--- src/rtl/lsfr_pkg.sv ---
// -----------------------------------------------------------------------------
// lsfr_pkg
//   Shared constants and tap tables for the XNOR Fibonacci LFSR.
//
//   WIDTH_MIN / WIDTH_MAX : legal range of the LFSR width.
//   tap_exponents(width)  : bit e of the result is set when exponent e is a
//                           tap of the maximal-length polynomial for 'width'.
//   tap_mask(width)       : the same taps translated to state bit positions.
//                           Exponent e lands on state bit (width - e), so the
//                           highest exponent is always bit 0 (the bit about
//                           to be shifted out).
//
//   Every table entry has an even number of taps, which is what makes the
//   all-ones word the single lock-up state of the XNOR form.
// -----------------------------------------------------------------------------
package lsfr_pkg;

  localparam int WIDTH_MIN = 3;
  localparam int WIDTH_MAX = 16;

  function automatic logic [WIDTH_MAX:0] tap_exponents(input int width);
    logic [WIDTH_MAX:0] e;
    e = '0;
    case (width)
      3:  begin e[3]  = 1'b1; e[2]  = 1'b1; end
      4:  begin e[4]  = 1'b1; e[3]  = 1'b1; end
      5:  begin e[5]  = 1'b1; e[3]  = 1'b1; end
      6:  begin e[6]  = 1'b1; e[5]  = 1'b1; end
      7:  begin e[7]  = 1'b1; e[6]  = 1'b1; end
      8:  begin e[8]  = 1'b1; e[6]  = 1'b1; e[5]  = 1'b1; e[4] = 1'b1; end
      9:  begin e[9]  = 1'b1; e[5]  = 1'b1; end
      10: begin e[10] = 1'b1; e[7]  = 1'b1; end
      11: begin e[11] = 1'b1; e[9]  = 1'b1; end
      12: begin e[12] = 1'b1; e[6]  = 1'b1; e[4]  = 1'b1; e[1] = 1'b1; end
      13: begin e[13] = 1'b1; e[4]  = 1'b1; e[3]  = 1'b1; e[1] = 1'b1; end
      14: begin e[14] = 1'b1; e[5]  = 1'b1; e[3]  = 1'b1; e[1] = 1'b1; end
      15: begin e[15] = 1'b1; e[14] = 1'b1; end
      16: begin e[16] = 1'b1; e[15] = 1'b1; e[13] = 1'b1; e[4] = 1'b1; end
      default: e = '0;
    endcase
    return e;
  endfunction

  function automatic logic [WIDTH_MAX-1:0] tap_mask(input int width);
    logic [WIDTH_MAX:0]   e;
    logic [WIDTH_MAX-1:0] m;
    e = tap_exponents(width);
    m = '0;
    for (int k = 1; k <= WIDTH_MAX; k++) begin
      if (k <= width && e[k]) begin
        m[width-k] = 1'b1;
      end
    end
    return m;
  endfunction

endpackage

--- src/rtl/lsfr_feedback.sv ---
// -----------------------------------------------------------------------------
// lsfr_feedback
//   Feedback bit of the XNOR Fibonacci LFSR: the XNOR of every tapped state
//   bit. Pure combinational; the tap set is fixed at elaboration.
//
//   Parameters:
//     WIDTH    : state width
//     TAP_MASK : one bit per state bit, set where the bit is a tap
//   Ports:
//     i_state  in   WIDTH  current LFSR state
//     o_fb     out  1      feedback bit shifted into the MSB
// -----------------------------------------------------------------------------
module lsfr_feedback #(
  parameter int               WIDTH    = 10,
  parameter logic [WIDTH-1:0] TAP_MASK = '0
) (
  input  logic [WIDTH-1:0] i_state,
  output logic             o_fb
);

  // Untapped bits are masked to zero, so they do not change the parity.
  // With an even tap count, reduction XNOR equals a chained XNOR gate tree.
  assign o_fb = ~^(i_state & TAP_MASK);

endmodule

--- src/rtl/lsfr.sv ---
// -----------------------------------------------------------------------------
// lsfr
//   Fibonacci shift-right LFSR with XNOR feedback. It advances once on every
//   rising clk edge where reset is low. The next state is {fb, state[W-1:1]}.
//   The output is the state register itself, so a new value shows up on the
//   same edge that produces it. There is no enable and no handshake.
//
//   Parameters:
//     WIDTH       : state/output width, 3..16 (anything else stops elaboration)
//     RESET_VALUE : state loaded on every edge where reset is high
//   Ports:
//     clk         in   1      rising-edge clock
//     reset       in   1      synchronous, active-high; has priority over shift
//     comp_rand   out  WIDTH  current pseudo-random state
//
//   Optional build macro:
//     LSFR_LOCKUP_RECOVER_EN : when defined, the all-ones lock-up state is
//                              followed by all-zeros. When undefined, all-ones
//                              repeats forever and no recovery logic is built.
// -----------------------------------------------------------------------------
module lsfr
  import lsfr_pkg::*;
#(
  parameter int               WIDTH       = 10,
  parameter logic [WIDTH-1:0] RESET_VALUE = '0
) (
  input  logic             clk,
  input  logic             reset,
  output logic [WIDTH-1:0] comp_rand
);

  if (WIDTH < WIDTH_MIN || WIDTH > WIDTH_MAX) begin : g_bad_width
    $fatal(1, "lsfr: WIDTH %0d outside legal range %0d..%0d",
           WIDTH, WIDTH_MIN, WIDTH_MAX);
  end

  localparam logic [WIDTH_MAX-1:0] TAP_MASK_FULL = tap_mask(WIDTH);
  localparam logic [WIDTH-1:0]     TAP_MASK      = TAP_MASK_FULL[WIDTH-1:0];

  logic [WIDTH-1:0] r_state;
  logic             w_fb;
  logic [WIDTH-1:0] w_shift;
  logic [WIDTH-1:0] w_next;

  lsfr_feedback #(
    .WIDTH    (WIDTH),
    .TAP_MASK (TAP_MASK)
  ) u_feedback (
    .i_state (r_state),
    .o_fb    (w_fb)
  );

  assign w_shift = {w_fb, r_state[WIDTH-1:1]};

`ifdef LSFR_LOCKUP_RECOVER_EN
  // All-ones is the only state outside the maximal cycle. Sending it to
  // all-zeros puts the register back on the normal sequence.
  assign w_next = (r_state == '1) ? '0 : w_shift;
`else
  assign w_next = w_shift;
`endif

  always_ff @(posedge clk) begin
    if (reset) begin
      r_state <= RESET_VALUE;
    end else begin
      r_state <= w_next;
    end
  end

  assign comp_rand = r_state;

endmodule

--- config.mk ---
export PLATFORM = sky130hd
export DESIGN_NAME = lsfr
export DESIGN_NICKNAME = d
export VERILOG_FILES = /design/src/rtl/lsfr_pkg.sv /design/src/rtl/lsfr_feedback.sv /design/src/rtl/lsfr.sv
export SDC_FILE = /design/constraint.sdc
export NUM_CORES = 1
export LEC_CHECK = 0
export ABC_AREA = 1
export ABC_CLOCK_PERIOD_IN_PS = 1850
export CAP_MARGIN = 20
export CORE_AREA = 2 2 39 41
export CTS_BUF_LIST = sky130_fd_sc_hd__clkbuf_4
export DETAILED_ROUTE_END_ITERATION = 16
export DIE_AREA = 0 0 41 43
export PLACE_DENSITY_LB_ADDON = 0.05
export SYNTH_ARGS = -nofsm -noshare
export SYNTH_HDL_FRONTEND = slang
export SYNTH_SLANG_ARGS = --single-unit
--- constraint.sdc ---
create_clock -name clk -period 1.85 [get_ports clk]
set_clock_uncertainty 0.05 [all_clocks]
set_input_delay 0.185 -clock clk [delete_from_list [all_inputs] [get_ports clk]]
set_output_delay 0.185 -clock clk [all_outputs]
set_load 0.005 [all_outputs]
Word level (Yosys, flattened, before mapping). Index checks and enable logic that the tools add are counted.

RAM bits: 0. ROM bits: 0. Memories: 0. Output and inout bits: 10. Bits of input ports: 2. Flip-flop bits (word level): 10. Bits in latches: 0.

Reductions and logical operators: 1. Order comparisons: 0. Eq/ne operators: 0. Add/sub/neg operators: 0. Shift operators: 0. Multipliers: 0. Div/mod/pow operators: 0. Bitwise logic cells: 0. Mux-type cells: 0.

Operator list (count): $reduce_xnor 10->1 (1).

Logic depth before layout (Yosys ltp).
Depth in word-level cells: 1. Depth in mapped cells: 4. Mapped depth without buffers: 4.

By module. From an unflattened synthesis, not the netlist that was laid out.

Cell total of the unflattened synthesis: 36. Area, all modules: 305.3 sq um.

Modules (own cells, without submodules): lsfr (times used 1, area each 286.5 sq um, seq. area each 200.2 sq um, cells an instance 31); lsfr_feedback (times used 1, area each 18.8 sq um, seq. area each 0.0 sq um, cells an instance 5).

Worst setup path before layout. No wires, ideal clock.

Path type: register -> register. Start point: reg r_state[3] (netlist: comp_rand[3]). End point: reg r_state[9] (netlist: comp_rand[9]). Cell stages (with the launch flop): 4. Buffers on the path: 0. Slack: 1163 ps. Data arrival time: 523 ps. Data required time: 1686 ps. Cells stage by stage: dfxtp_1 inv_1 nor2_1 nor2_2.

Cells in the longest elaborated chain, start to end: 1.

Ends and longest elaborated chain: start, declared (RTL line lsfr.sv:40) `logic [WIDTH-1:0] r_state;`; start signal, assigned (RTL line lsfr.sv:67) `r_state <= w_next;`; $reduce_xnor 10->1 (RTL line lsfr_feedback.sv:23) `assign o_fb = ~^(i_state & TAP_MASK);`.

No other way between the ends. A chain may end at the register's enable or synchronous reset.

Worst setup path after layout.
Start point: reg r_state[0] (netlist: comp_rand[0]). End point: out comp_rand[0].

RTL lines: end, declared (RTL line lsfr.sv:29) `output logic [WIDTH-1:0] comp_rand`.

No word-level cell between the ends.

==> impl_metrics.csv <==
group,metric,value,unit
status,status,"finished, final reports clean",
route,wl_per_cell,7.33,um
yosys,synth.net_count,36,
die,io_pins,12,
clock_tree,clk_latency,0.25,ns
sta,fin_crit_sh,0.716,
sta,slew_viol_final,0,
clock_tree,clk_path_buf_depth,2,
hold_path,hold_path.class,"register to register",
clock_tree,cts_tree,"done",
critical_path,path_class,"register to output pin",
critical_path,end_kind,"output pin",
critical_path,path_delay_family,"buffers and inverters",
critical_path,crit_slowest_cell,"clkdlybuf4s50_1",
yosys,synth.avg_cell_area,8.91,sq um
die,dieArea,1760,sq um
route,firstDrtPassIters,1,
placed_design,post-place-ws,0.635,ns
yosys,ys_seq_area_frac,0.661,
sta,setup_viol,0,
placed_design,gp_congestion,0.623,
critical_path,cp-start-kind,"register",
critical_path,timing.rr.start,"comp_rand[3]$_SDFF_PP0_",
critical_path,startpoint,"comp_rand[0]$_SDFF_PP0_",
grt,gr-usage-all-layers,0.0716,
sta,fin_setup_tns,0,ns
flow_run,maxCapViolCount,0,
placed_design,dp_cells,60,
clock_tree,clkSinkCount,10,
clock_tree,cts-resized-gates,0,
yosys,synth-seq-cells,10,
pwr,p_per_area,852,nW/um^2
yosys,syn_inst,34,
layout,final_nets,51,
grt,grt-ovfl-total,0,
route,drc,0,
sta,hold_violations,0,
pwr,vdd_ir_drop_max,421,uV
critical_path,cp_slowest_stage_delay,0.50,ns
clock_tree,path_clk_slew,0.06,ns
layout,largest_register_ffs,10,
die,core_area,1380,sq um
grt,grt_max_degree,11,
yosys,synth_area,303,sq um
hold_path,holdCritStartpoint,"comp_rand[1]$_SDFF_PP0_",
sta,setup_ws,0.525,ns
sta,layout_min_cycle_time,1.33,ns
placed_design,hpwl,357,um
critical_path,cp.arrival,1.09,ns
layout,area_growth,46.7,%
layout,final_util,0.321,
critical_path,required,1.62,ns
grt,antenna_found_initial,0,
route,vias,220,
layout,diodes,0,
yosys,ys_types,8,
clock_tree,cts_buffers,3,
clock_tree,postCtsSetupBuffers,0,
route,routed_wl,462,um
critical_path,cp_max_fo,3,
route,drt_iter0_drc,0,
die,die_w,41,um
route,viasPerCell,3.49,
route,ant_nets,0,
grt,grt_first_pass_wirelength,807,um
clock_tree,holdBufCountCts,0,
clock_tree,cts_root_buf,"clkbuf_4",
critical_path,crit_buf_inv,1,
yosys,ys.warnings.count,0,
sta,max_freq,755,MHz
sta,worst_pin_slew,0.357,ns
sta,maxSlewHeadroom,0.761,
die,die_h,43,um
sta,rsz0062_at_grt,"false",
grt,grt_pass1_vias,204,
clock_tree,h-tree-depth,1,
sta,fin_hold_ws,0.372,ns
pwr,p_leak,0.181,nW
die,row_count,14,
layout,drive_above_1_share,0.128,
critical_path,r2r_slack,1.16,ns
layout,final_cells,63,
critical_path,crit_chain,"clkdlybuf4s50_1",
placed_design,port_buffers,11,
die,initial_core_util,0.219,
==> metal layers <==
layer | routed length [um] | vias up | track usage
li1 | - | 117 | -
met1 | 216 | 93 | 0.101
met2 | 205 | 8 | 0.0750
met3 | 35 | 2 | 0.0366
met4 | 5 | 0 | 0.0600
met5 | 0 | - | 0
==> tightest hold or removal path, stage by stage, from the launching register on <==
cell,delay (ns)
dfxtp_1,0.31
inv_1,0.05
nor2_1,0.03
==> Yosys cell counts, drive strengths merged <==
library cell | count | area share
inv | 10 | 0.12
nand2 | 2 | 0.033
buf | 1 | 0.037
nor2 | 11 | 0.14
dfxtp | 10 | 0.66
==> per-stage QoR <==
stage,power [W],cell area [sq um]
after CTS,0.000389,444
final,0.000378,444
after floorplan,0.000237,303
after detailed placement,0.000247,422
after global placement,0.000247,422
after global routing,0.000404,444
==> cell type report <==
| class | count | area [sq um] |
|---|---|---|
| flip-flops and latches | 10 | 200 |
| well taps | 16 | 20.0 |
| fillers | 146 | 940 |
| clock buffers | 3 | 22.5 |
| inverters | 10 | 37.5 |
| multi-input cells | 13 | 53.8 |
| repair buffers | 11 | 110 |
==> cells by family after synthesis <==
family	after synthesis	synth area share
buf+inv	11	0.161
simple gates	13	0.178
flops	10	0.661
==> power by group <==
group	switching (W)	total, W	internal, W
combinational	0.00000821	0.0000198	0.0000116
clock	0.0000618	0.000136	0.0000744
sequential	0.00000219	0.000222	0.000220
==> worst paths after layout <==
check                                 end  depth (start not counted)
hold reg to reg   comp_rand[0]$_SDFF_PP0_                          2
setup / recovery             comp_rand[0]                          1
hold / removal    comp_rand[0]$_SDFF_PP0_                          2
setup reg to reg  comp_rand[9]$_SDFF_PP0_                          3
==> cell usage in the layout (no fill, tap or decap) <==
master and n:
nor2_2 1, nand2_2 1, inv_1 9, clkdlybuf4s50_1 11, dfxtp_1 10, nand2_1 1, clkbuf_4 3, nor2_1 10
inv_2 1
No activity file was read; power rests on OpenSTA's default activity.
